--- src/rtl/sw_pkg.sv ---
`default_nettype none
// ---------------------------------------------------------------------------
// sw_pkg: flit encodings, arbiter state type and polarity macros for the switch.
// Rev 1.0
// ---------------------------------------------------------------------------
`ifndef ASSERT
`define ASSERT 1'b1
`endif
`ifndef NEGATE
`define NEGATE 1'b0
`endif

package sw_pkg;

  localparam int PKTW = 9;

  localparam logic [1:0] FLIT_IDLE = 2'b00;
  localparam logic [1:0] FLIT_HEAD = 2'b10;
  localparam logic [1:0] FLIT_BODY = 2'b01;
  localparam logic [1:0] FLIT_TAIL = 2'b11;

  typedef enum logic [0:0] {
    IDLE = 1'b0,
    XFER = 1'b1
  } state_t;

endpackage

`default_nettype wire

--- src/rtl/rr_pick.sv ---
`default_nettype none
// ---------------------------------------------------------------------------
// rr_pick: combinational round-robin selector, first request at or after ptr.
// Rev 1.0
// ---------------------------------------------------------------------------
module rr_pick #(
  parameter  int NPORT = 4,
  localparam int GW    = $clog2(NPORT)
) (
  input  logic [NPORT-1:0] req,
  input  logic [GW-1:0]    ptr,
  output logic             valid,
  output logic [GW-1:0]    idx
);

  logic [GW-1:0] w_cand;

  // Scan from the farthest offset down so the nearest hit to ptr wins.
  always_comb begin
    valid  = 1'b0;
    idx    = '0;
    w_cand = '0;
    for (int k = NPORT - 1; k >= 0; k--) begin
      w_cand = ptr + GW'(k);
      if (req[w_cand]) begin
        valid = 1'b1;
        idx   = w_cand;
      end
    end
  end

endmodule

`default_nettype wire

--- src/rtl/sw_arb.sv ---
`default_nettype none
// ---------------------------------------------------------------------------
// sw_arb: packet-granular round-robin output-port arbiter (head to tail grant).
// Optional stall-timeout abort: SW_ARB_TIMEOUT_EN.  Rev 1.0
// ---------------------------------------------------------------------------
module sw_arb
  import sw_pkg::*;
#(
  parameter  int NPORT   = 4,
  parameter  int MY_PORT = 0,
  parameter  int TIMEOUT = 16,
  localparam int GW      = $clog2(NPORT)
) (
  input  logic                      clk,
  input  logic                      rst,
  input  logic [NPORT-1:0][PKTW:0]  pkti,
  input  logic [NPORT-1:0]          empty,
  output logic [NPORT-1:0]          re,
  output logic [PKTW:0]             pkto,
  output logic                      we,
  input  logic                      full,
  output logic                      busy,
  output logic [GW-1:0]             grant,
  output logic                      err
);

  state_t          r_state;
  logic [GW-1:0]   r_ptr;
  logic [GW-1:0]   r_grant;
  logic            r_busy;

  logic [NPORT-1:0] w_req;
  logic             w_valid;
  logic [GW-1:0]    w_idx;
  logic [PKTW:0]    w_flit;
  logic [1:0]       w_type;
  logic             w_pop;
  logic             w_fwd;
  logic             w_we;
  logic             w_tail;
  logic             w_abort;

  for (genvar i = 0; i < NPORT; i++) begin : g_req
    assign w_req[i] = !empty[i]
                      && (pkti[i][PKTW:PKTW-1] == FLIT_HEAD)
                      && (pkti[i][GW-1:0] == GW'(MY_PORT));
  end

  rr_pick #(.NPORT(NPORT)) u_pick (
    .req   (w_req),
    .ptr   (r_ptr),
    .valid (w_valid),
    .idx   (w_idx)
  );

  assign w_flit = pkti[r_grant];
  assign w_type = w_flit[PKTW:PKTW-1];
  assign w_pop  = (r_state == XFER) && !empty[r_grant] && !full;
  // Idle flits are popped but never written downstream.
  assign w_fwd  = (w_type == FLIT_HEAD) || (w_type == FLIT_BODY) || (w_type == FLIT_TAIL);
  assign w_we   = w_pop && w_fwd;
  assign w_tail = w_pop && (w_type == FLIT_TAIL);

  always_comb begin
    re = '0;
    if (w_pop) re[r_grant] = 1'b1;
  end

  assign we    = w_we ? `ASSERT : `NEGATE;
  assign pkto  = w_we ? w_flit : '0;
  assign busy  = r_busy;
  assign grant = r_grant;

`ifdef SW_ARB_TIMEOUT_EN
  localparam int CW = $clog2(TIMEOUT + 1);

  logic [CW-1:0] r_cnt;
  logic          r_err;

  assign w_abort = (r_state == XFER) && empty[r_grant] && (r_cnt == CW'(TIMEOUT - 1));
  assign err     = r_err ? `ASSERT : `NEGATE;

  // Only empty-input stalls age the grant; a full output is legitimate backpressure.
  always_ff @(posedge clk) begin
    if (!rst) begin
      r_cnt <= '0;
      r_err <= 1'b0;
    end else begin
      if ((r_state != XFER) || w_pop || w_abort) begin
        r_cnt <= '0;
      end else if (empty[r_grant]) begin
        r_cnt <= r_cnt + CW'(1);
      end
      if (w_abort) r_err <= 1'b1;
    end
  end
`else
  logic w_unused_timeout;
  assign w_unused_timeout = (TIMEOUT > 0);
  assign w_abort          = 1'b0;
  assign err              = `NEGATE;
`endif

  always_ff @(posedge clk) begin
    if (!rst) begin
      r_state <= IDLE;
      r_ptr   <= '0;
      r_grant <= '0;
      r_busy  <= 1'b0;
    end else begin
      case (r_state)
        IDLE: begin
          if (w_valid) begin
            r_grant <= w_idx;
            r_state <= XFER;
            r_busy  <= 1'b1;
          end
        end
        XFER: begin
          if (w_tail || w_abort) begin
            r_state <= IDLE;
            r_ptr   <= r_grant + GW'(1);
            r_busy  <= 1'b0;
          end
        end
        default: begin
          r_state <= IDLE;
          r_busy  <= 1'b0;
        end
      endcase
    end
  end

endmodule

`default_nettype wire

--- config.mk ---
export PLATFORM = sky130hd
export DESIGN_NAME = sw_arb
export DESIGN_NICKNAME = d
export VERILOG_FILES = /design/src/rtl/sw_pkg.sv /design/src/rtl/rr_pick.sv /design/src/rtl/sw_arb.sv
export SDC_FILE = /design/constraint.sdc
export NUM_CORES = 1
export LEC_CHECK = 0
export BUFFER_PORTS_ARGS = -buffer_cell sky130_fd_sc_hd__buf_2
export CAP_MARGIN = 20
export CORE_MARGIN = 4
export CORE_UTILIZATION = 40
export DETAILED_ROUTE_END_ITERATION = 8
export PLACE_DENSITY_LB_ADDON = 0.2
export SLEW_MARGIN = 20
export SYNTH_ARGS = -nofsm -noshare
export SYNTH_HDL_FRONTEND = slang
export SYNTH_SLANG_ARGS = --single-unit
--- constraint.sdc ---
create_clock -name clk -period 1.95 [get_ports clk]
set_input_delay 0 -clock clk [delete_from_list [all_inputs] [get_ports clk]]
set_output_delay 0 -clock clk [all_outputs]
set_load 0.1 [all_outputs]
==> run_results.csv, run 1 <==
group,metric,value,unit
outcome,status,"completed",
timing,slew_headroom,59.9,%
timing,hold_ws,54.4,ps
route,via_count,1026,
floorplan,die_x,54.8,um
finish,n_antenna_cell,0,
critical_path,worst_r2r_path_depth,6,
timing,hold_violations,0,
floorplan,rows,16,
clocking,cts_tree,"built",
critical_path,cpMostUsedCell,"buf_12",
critical_path,slowest_delay,570,ps
min_path,min-delay-start,"rst",
finish,fin_cells,186,
synth,synth_cell_type_count,34,
synth,yosysWarningCount,0,
critical_path,required,1950,ps
synth,synth_seq_cells,6,
grt,overflow,0,
route,dr.first_iter.drc_count,13,
clocking,clk_latency,260,ps
finish,area_delta_synth_final,81.7,%
timing,finalCriticalPeriod,1880,ps
timing,fin_crit_sh,96.5,%
clocking,cts_num_sinks,6,
place,dpl.hpwl,2650,um
critical_path,cp-end-kind,"primary output",
grt,groute.usage.overall,20.6,%
route,wire_per_inst,16.6,um
min_path,hp-class,"in -> reg",
critical_path,path_class,"reg -> out",
grt,grt_pass1_wl,4480,um
synth,yosysTopAreaCellShare,23.2,%
critical_path,critPathMaxFanout,9,
synth,synth_area_per_cell,9.51,um2
floorplan,io_pins,66,
route,wirelength,3090,um
floorplan,core_area,2020,um2
route,drc_errors,0,
timing,max_freq,532,MHz
critical_path,r2r-end,"r_ptr[0]$_SDFFE_PN0P_",
critical_path,startpoint_type,"register",
synth,synth_area,875,um2
floorplan,die_h,54.8,um
clocking,ctsHoldBuffers,0,
route,dr.pass1.iters,4,
power_and_ir_drop,peakVddDrop,0.000405,V
timing,finalMaxSlewViolations,0,
clocking,cts_buffers,3,
floorplan,start_util,43.3,%
power_and_ir_drop,power_density,322,nW/um2
power_and_ir_drop,p_leak,0.000674,uW
min_path,hold_end,"grant[0]$_SDFFE_PN0P_",
critical_path,critPathSlowestCell,"mux4_2",
grt,grt_pass1_vias,1008,
synth,yosys-top-cells-area,"mux4_2 23%, dfxtp_1 14%, ha_1 5.7%",
critical_path,rrSetupSlack,210,ps
critical_path,crit_chain,"mux4_2 -> o21ai_4 -> buf_12 -> clkinvlp_4 -> buf_12",
timing,rsz0062_at_grt,"false",
min_path,holdPathStages,3,
clocking,cts_resized,0,
clocking,clk_path_buf_depth,2,
synth,seq_area_frac_synth,13.7,%
finish,nets,211,
place,port_buffers,64,
place,place_congestion,0.791,
timing,tightest_slew,596,ps
critical_path,cp.arrival,1880,ps
clocking,cts.htree.levels,1,
place,dp.cells,179,
grt,grt_max_degree,17,
route,viasPerCell,5.52,
clocking,clk_pin_slew,60,ps
grt,antenna_found_initial,0,
synth,yosysTopAreaCell,"mux4_2",
synth,syn-num-nets,143,
floorplan,die-area,3000,um2
finish,drive_above_1_share,66.7,%
clocking,cts-root-buf,"clkbuf_4",
timing,finalSetupViolCount,0,
timing,clock_skew,12.1,ps
route,detail-route-antenna-nets,0,
flow_run,max-cap-violations,0,
synth,syn_inst,92,
critical_path,rr_startpoint,"grant[0]$_SDFFE_PN0P_",
[kinds of logic after synthesis]
family	after synthesis	share of synthesized area [%]
muxes	14	30.8
AOI/OAI and AO/OA	16	14.7
and+or+nand+nor	40	28.5
adders and majority gates	4	5.72
buffers and inverters	11	6.15
other	1	0.429
DFF	6	13.7
[Yosys cell counts, drive strengths merged]
master and n:
a2111oi 2, a21oi 1, a31oi 1, a41oi 1, and2 6, and3 1, buf 5, clkbuf 2
conb 1, dfxtp 6, ha 4, inv 4, mux2i 4, mux4 10, nand2 8, nand2b 3
nand4 1, nor2 5, nor2b 8, nor4 2, nor4b 1, o211a 1, o21a 1, o21ai 7
o221ai 1, o22ai 1, or2 1, or4 3, or4b 1
[power by group]
group | internal (uW) | total (uW) | switching [uW] | leakage (uW)
logic | 116 | 243 | 126 | 0.000609
registers | 126 | 135 | 8.34 | 0.0000503
clock network | 78.2 | 134 | 55.8 | 0.0000150
total | 321 | 511 | 191 | 0.000674
[worst max-delay path: cells and delay by family (launching register included)]
kind | cells | cell delay [ps]
multiplexers | 1 | 570
flip-flops | 1 | 400
buffers and inverters | 3 | 460
AO/OA/AOI/OAI | 1 | 190
[flip-flops by register name, summed over array words and instances (netlist names)]
register / cells
grant: 2
busy: 1
r_ptr: 2
r_state: 1
[cell type report]
class / count / area (um2)
fill: 125 / 433
inverter: 4 / 18.8
multi-input combinational: 75 / 779
tap: 27 / 33.8
timing repair buffer: 70 / 603
clock buffer: 4 / 26.3
sequential: 6 / 128
[timing repair]
action,in CTS,in global routing
pin swaps,1,1
setup endpoints to repair,9,9
buffers inserted,1,2
[per-stage QoR]
step / cell area [um2] / setup WS [ps] / setup TNS [ps] / power [uW] / utilization [%]
CTS: 1570 / 28.7 / 0 / 510 / 77.8
global placement: 1540 / 240 / 0 / 367 / 76.2
detailed placement: 1540 / 194 / 0 / 375 / 76.2
finish: 1590 / 69.1 / 0 / 511 / 78.6
global route: 1590 / 3.24 / 0 / 532 / 78.6
floorplan: 972 / -421 / -2070 / 289 / -
[layout by cell type (no fill, tap or decap), types with 2 or more instances in the layout]
cell type / netlist / layout
buf_2: 3 / 49
dfxtp_4: 0 / 2
clkbuf_4: 0 / 3
nor4_1: 2 / 2
nand2_1: 8 / 8
buf_4: 2 / 5
buf_12: 0 / 16
and2_2: 0 / 6
o21ai_1: 4 / 3
o21ai_0: 2 / 2
nor2_1: 5 / 5
mux2i_1: 4 / 4
nand2b_1: 3 / 3
ha_1: 4 / 4
nor2b_4: 0 / 8
a2111oi_0: 2 / 2
mux4_2: 9 / 9
dfxtp_1: 6 / 4
or4_1: 3 / 3
inv_1: 4 / 3
[per-layer routing]
metal / vias to the layer above / global-route usage (%) / share of wire [%]
met1: 490 / 23.4 / 36
met2: 46 / 36.6 / 54
met5: - / 0 / 0
li1: 480 / - / -
met3: 10 / 3.54 / 7.7
met4: 0 / 9.96 / 2.3
[worst max path at each step]
stage / from / to
after floorplan: grant[0]$_SDFFE_PN0P_ / we
after global placement: grant[0]$_SDFFE_PN0P_ / pkto[5]
after detailed placement: grant[0]$_SDFFE_PN0P_ / pkto[3]
after CTS: grant[0]$_SDFFE_PN0P_ / we
after global routing: grant[0]$_SDFFE_PN0P_ / pkto[4]
final: grant[0]$_SDFFE_PN0P_ / we
(Power assumes the default switching activity.)
==> run 2, diff against run 1 <==
Settings changed: ABC_AREA set to 1, ABC_CLOCK_PERIOD_IN_PS set to 1950, CORE_MARGIN 4 to not set, CORE_UTILIZATION 40 to 42.
==> run 2 against run 1 <==
  * Count of clock-buffer cells in the layout shrank 1
  * First-iteration DRC count grew to 2.9 times the previous value
  * Setup slack gained 26 ps
  * Total power grew 2.9%
  * Largest cell class unchanged
  * Highest routed layer unchanged
==> run_results.csv, run 2 <==
group,metric,value,unit
timing,finalSetupViolCount,0,
route,wl_met3,208,um
finish,fin_cells,285,
grt,grt_pass1_vias,1199,
place,dp.cells,277,
synth,synth_seq_cells,6,
grt,overflow,0,
clocking,ctsHoldBuffers,0,
floorplan,die-area,2600,um2
route,wl_met1,1580,um
synth,yosysWarningCount,0,
clocking,cts.htree.levels,1,
critical_path,cp-end-kind,"primary output",
place,placed_cell_area,1620,um2
route,top_layer,"met4",
power_and_ir_drop,power_density,310,nW/um2
grt,antenna_found_initial,0,
synth,synth.most_common_cell,"nor2_1",
grt,groute.usage.overall,26.1,%
synth,synth_cell_type_count,26,
route,detail-route-antenna-nets,0,
clocking,cts_buffers,3,
clocking,cts-root-buf,"clkbuf_4",
clocking,clk_pin_slew,50,ps
route,viasPerCell,5.04,
timing,max_freq,539,MHz
route,dr_wl_met2,1490,um
synth,seq_area_frac_synth,11.9,%
timing,tns,0,ps
finish,final_util,76.0,%
synth,synth_area,1010,um2
place,dpl.hpwl,2670,um
place,place_congestion,0.837,
floorplan,io_pins,66,
floorplan,die_x,51.0,um
synth,syn-num-nets,239,
clocking,cts_tree,"built",
critical_path,startpoint_type,"register",
critical_path,cp.arrival,1860,ps
power_and_ir_drop,power,526,uW
clocking,cts_resized,0,
synth,yosysTopAreaCell,"nor2_1",
route,dr.first_iter.drc_count,38,
finish,final_common_cell,"buf_2",
outcome,status,"completed",
critical_path,path_class,"reg -> out",
place,port_buffers,64,
synth,yosys-top-cells-area,"nor2_1 17%, dfxtp_1 12%, nand2_1 10%",
clocking,clk_latency,240,ps
power_and_ir_drop,p_leak,0.000852,uW
finish,nets,310,
route,wire_per_inst,11.5,um
floorplan,start_util,45.2,%
power_and_ir_drop,peakVddDrop,0.000360,V
timing,fin_crit_sh,95.1,%
timing,clock_skew,7.75,ps
min_path,hp-class,"in -> reg",
route,via_count,1436,
clocking,clk_path_buf_depth,2,
flow_run,max-cap-violations,0,
route,dr.pass1.iters,4,
synth,syn_inst,188,
finish,drive_above_1_share,42.0,%
critical_path,worst_r2r_path_depth,8,
grt,grt_max_degree,20,
min_path,holdPathStages,3,
synth,async_flop_share,0,%
clocking,cts_num_sinks,6,
floorplan,rows,17,
synth,yosysTopAreaCellShare,17.1,%
critical_path,required,1950,ps
floorplan,core_area,2230,um2
synth,synth_edf_count,0,
floorplan,die_h,51.0,um
finish,area_delta_synth_final,68.0,%
route,drc_errors,0,
synth,synth_area_per_cell,5.37,um2
critical_path,critPathMaxFanout,15,
timing,hold_violations,0,
finish,final_cell_mix,"54 x buf_2, 44 x nor2_1, 27 x nand2_1, 21 x inv_1, 16 x o21ai_0",
synth,synthTopCellsByCount,"46 x nor2_1, 27 x nand2_1, 22 x inv_1, 18 x a21oi_1, 16 x o21ai_0",
route,wirelength,3290,um
grt,grt_pass1_wl,5190,um
synth,synth_flop_cell,"dfxtp_1",
timing,finalCriticalPeriod,1860,ps
timing,finalMaxSlewViolations,0,
finish,fin_area,1700,um2
finish,n_antenna_cell,0,
## run 2: cell types whose count changed after synthesis, sizes merged, moves of 3 or more
cell / delta
nor2b: -8
nand3: +10
nor2: +44
or4: -3
inv: +21
o21ai: +18
and2: -6
nand2: +23
a21oi: +20
mux2i: -3
nand2b: -3
mux4: -10
## run 2: area by class of cell
type | count | area [um2]
Clock buffer | 3 | 22.5
Fill cell | 181 | 537
Inverter | 25 | 97.6
Sequential cell | 6 | 128
Tap cell | 28 | 35.0
Timing Repair Buffer | 74 | 558
Multi-Input combinational cell | 149 | 856
## run 2: per-layer routing
layer	up-vias	track usage, %
met1	630	36.7
met2	56	41.2
met4	0	6.02
met3	2	3.87
met5	-	0
li1	748	-
## run 2: path summary, 6_finish.rpt
path | slack [ps] | endpoint | startpoint
max | 90 | pkto[0] | grant[0]$_SDFFE_PN0P_
min | 30 | grant[1]$_SDFFE_PN0P_ | rst
max reg2reg | 370 | grant[0]$_SDFFE_PN0P_ | r_ptr[0]$_SDFFE_PN0P_
min reg2reg | 450 | busy$_SDFFE_PN0P_ | busy$_SDFFE_PN0P_
## run 2: logic make-up (layout without fill, tap and decap cells)
kind of cell    count (synthesis)  after routing  share of synthesized area, %
mux                             1              1                         0.991
buf+inv                        33            102                          13.9
other cells                     1              1                         0.371
xor+xnor                        1              1                         0.868
compound gates                 48             48                          26.8
fa+ha+maj                       4              4                          4.96
simple gates                   94             94                          40.3
flops                           6              6                          11.9
## run 2: repair_timing
item | in CTS | in global routing
pin swaps | 1 | 2
endpoints found under the setup margin | 9 | 9
buffers inserted | 1 | 4
## run 2: metrics by stage
step	hold slack, ps	worst slack, ps
after global routing	65.1	-5.10
after CTS	20.6	3.21
after detailed placement	281	-6.90
after global placement	280	66.4
after floorplan	113	-483
final	33.4	94.8
## run 2: where the power goes
part,switching (uW),total (uW),internal (uW)
Clock,41.5,111,69.4
Combinational,183,283,100
Sequential,5.31,132,127
## run 2: critical path, stage by stage (launching register included)
cell	delay (ps)
dfxtp_4	390
o21ai_1	140
a21oi_1	60
nor3_2	140
nand2_2	130
nor2_4	180
nor2_4	80
buf_12	160
a21oi_4	140
buf_12	190
==> run 3, diff against run 2 <==
Settings changed: SYNTH_HIERARCHICAL set to 1.
==> run 3 against run 2 <==
  * First-iteration DRC count rose by 32%
  * Critical endpoint is now we
  * Combinational power rose by 47%
  * Sequential share of layout area fell by 0.42 points
  * Sequential power rose by 16%
  * Global-route usage fell by 0.21 points
  * Routed wire length rose by 7.1%
  * Utilization rose by 3.7 points
  * Largest power group unchanged
  * Total power rose by 32%
  * Register-to-register slack barely moved
  * Count of clock-buffer cells in the layout rose by 1
  * Synthesized area rose by 1.2%
==> run_results.csv, run 3 <==
group,metric,value,unit
outcome,status,"completed",
floorplan,io_pins,66,
floorplan,die_x,51.3,um
critical_path,slowest_delay,400,ps
place,place_congestion,0.885,
min_path,holdPathStages,3,
clocking,cts_tree,"built",
clocking,clk_latency,250,ps
grt,antenna_found_initial,0,
grt,groute.usage.overall,25.8,%
clocking,clk_pin_slew,50,ps
synth,synth_flop_cell,"dfxtp_1",
route,drc_errors,0,
critical_path,critPathMaxFanout,15,
floorplan,core_area,2250,um2
finish,area_delta_synth_final,75.8,%
synth,synth_seq_cells,6,
critical_path,crit_chain,"inv_1 -> nand3_1 -> nand2_2 -> nand2_1 -> nand2_8 -> clkinvlp_4 -> buf_12",
critical_path,r2r-end,"r_ptr[1]$_SDFFE_PN0P_",
synth,yosysTopAreaCell,"nor2_1",
route,dr.first_iter.drc_count,50,
finish,drive_above_1_share,41.5,%
floorplan,rows,17,
synth,yosysTopAreaCellShare,17.3,%
floorplan,die-area,2640,um2
clocking,cts_num_sinks,6,
synth,seq_area_frac_synth,11.8,%
clocking,cts_buffers,3,
synth,syn-num-nets,245,
critical_path,worst_r2r_path_depth,9,
synth,yosys-top-cells-area,"nor2_1 17%, nand2_1 15%, dfxtp_1 12%",
route,via_count,1465,
place,dpl.hpwl,2660,um
synth,async_flop_share,0,%
route,wirelength,3520,um
synth,yosysWarningCount,6,
synth,synth_area,1020,um2
synth,synth_edf_count,0,
grt,grt_max_degree,27,
finish,final_cell_mix,"49 x buf_2, 41 x nor2_1, 41 x nand2_1, 19 x inv_1, 19 x o21ai_0",
route,dr.pass1.iters,5,
critical_path,critPathSlowestCell,"dfxtp_4",
timing,finalCriticalPeriod,1910,ps
timing,fin_crit_sh,98.0,%
route,viasPerCell,5.09,
clocking,ctsHoldBuffers,0,
clocking,clk_path_buf_depth,2,
finish,num-fill-cells,166,
critical_path,required,1950,ps
synth,syn_inst,194,
critical_path,rrSetupSlack,380,ps
critical_path,path_class,"reg -> out",
finish,multi_input_area,903,um2
synth,synth.most_common_cell,"nor2_1",
timing,hold_violations,0,
critical_path,cp.arrival,1910,ps
floorplan,start_util,45.3,%
synth,synth_area_per_cell,5.27,um2
place,port_buffers,64,
synth,synth_cell_type_count,26,
timing,finalMaxSlewViolations,0,
clocking,cts.htree.levels,1,
finish,n_antenna_cell,0,
synth,synthTopCellsByCount,"47 x nor2_1, 41 x nand2_1, 21 x inv_1, 19 x o21ai_0, 13 x a21oi_1",
route,detail-route-antenna-nets,0,
flow_run,max-cap-violations,0,
power_and_ir_drop,p_leak,0.000845,uW
critical_path,startpoint,"grant[1]$_SDFFE_PN0P_",
finish,seqCellArea,128,um2
clocking,cts-root-buf,"clkbuf_4",
floorplan,die_h,51.3,um
route,wire_per_inst,12.2,um
grt,grt_pass1_wl,5280,um
critical_path,startpoint_type,"register",
min_path,hp-class,"in -> reg",
finish,final_common_cell,"buf_2",
critical_path,rr_startpoint,"grant[1]$_SDFFE_PN0P_",
place,dp.cells,281,
timing,finalSetupViolCount,0,
critical_path,cp-end-kind,"primary output",
min_path,min-delay-start,"rst",
finish,nets,312,
grt,overflow,0,
power_and_ir_drop,peakVddDrop,0.000463,V
timing,clock_skew,13.1,ps
timing,tns,0,ps
finish,fin_cells,288,
power_and_ir_drop,power_density,387,nW/um2
timing,max_freq,524,MHz
min_path,hold_end,"r_ptr[0]$_SDFFE_PN0P_",
grt,grt_pass1_vias,1245,
[run 3: critical path: cells and delay by family (launching register included)]
kind,cells,cell delay [ps]
buffers and inverters,3,530
AND/OR/NAND/NOR,4,720
flip-flops,1,400
[run 3: worst max-delay path by stage]
stage,slack [ps],end
final,40,we
after global routing,-40,we
after CTS,-40,we
after detailed placement,230,we
after global placement,290,we
after floorplan,130,pkto[0]
[run 3: layout make-up]
cell class                 instances  share of cell area (%)
sequential                         6                    7.10
clock buffer                       4                    1.46
multi-input combinational        156                    50.3
timing repair buffer              70                    33.6
inverter                          24                    5.64
tap                               28                    1.95
[run 3: timing repair]
item,CTS,global route
endpoints found under the setup margin,7,15
resized for setup,0,4
pin swaps,1,1
buffers inserted,0,3
[run 3: stage by stage]
step	util [%]	hold WS, ps	area (um2)	total power [uW]	setup slack (ps)
after floorplan	-	120	1170	441	134
after global placement	76.3	267	1720	542	286
after detailed placement	76.3	269	1720	549	230
after CTS	77.5	5.60	1750	678	-42.3
after global routing	79.7	25.0	1800	738	-38.8
final	79.7	13.1	1800	695	39.9
[run 3: logic make-up after synthesis]
| family | Yosys count | synth area share (%) |
|---|---|---|
| other | 1 | 0.367 |
| buffers and inverters | 32 | 14.4 |
| flip-flops | 6 | 11.8 |
| AO/OA/AOI/OAI | 35 | 17.7 |
| adder cells (fa/ha/maj) | 4 | 4.90 |
| AND/OR/NAND/NOR | 116 | 50.8 |
[run 3: power by group]
part	internal, uW	total (uW)	leakage (uW)	switching, uW
Clock	77.7	125	0.0000150	47.6
Sequential	132	153	0.0000503	20.8
Combinational	135	417	0.000780	282
Total	345	695	0.000845	351
[run 3: per-layer routing]
layer | global-route usage, % | part of all wire (%) | up-vias | wire length (um)
met5 | 0 | 0 | - | 0
met4 | 4.50 | 1.0 | 0 | 36
met3 | 2.38 | 6.1 | 4 | 214
met2 | 47.6 | 52 | 64 | 1820
met1 | 32.6 | 41 | 654 | 1450
li1 | - | - | 743 | -
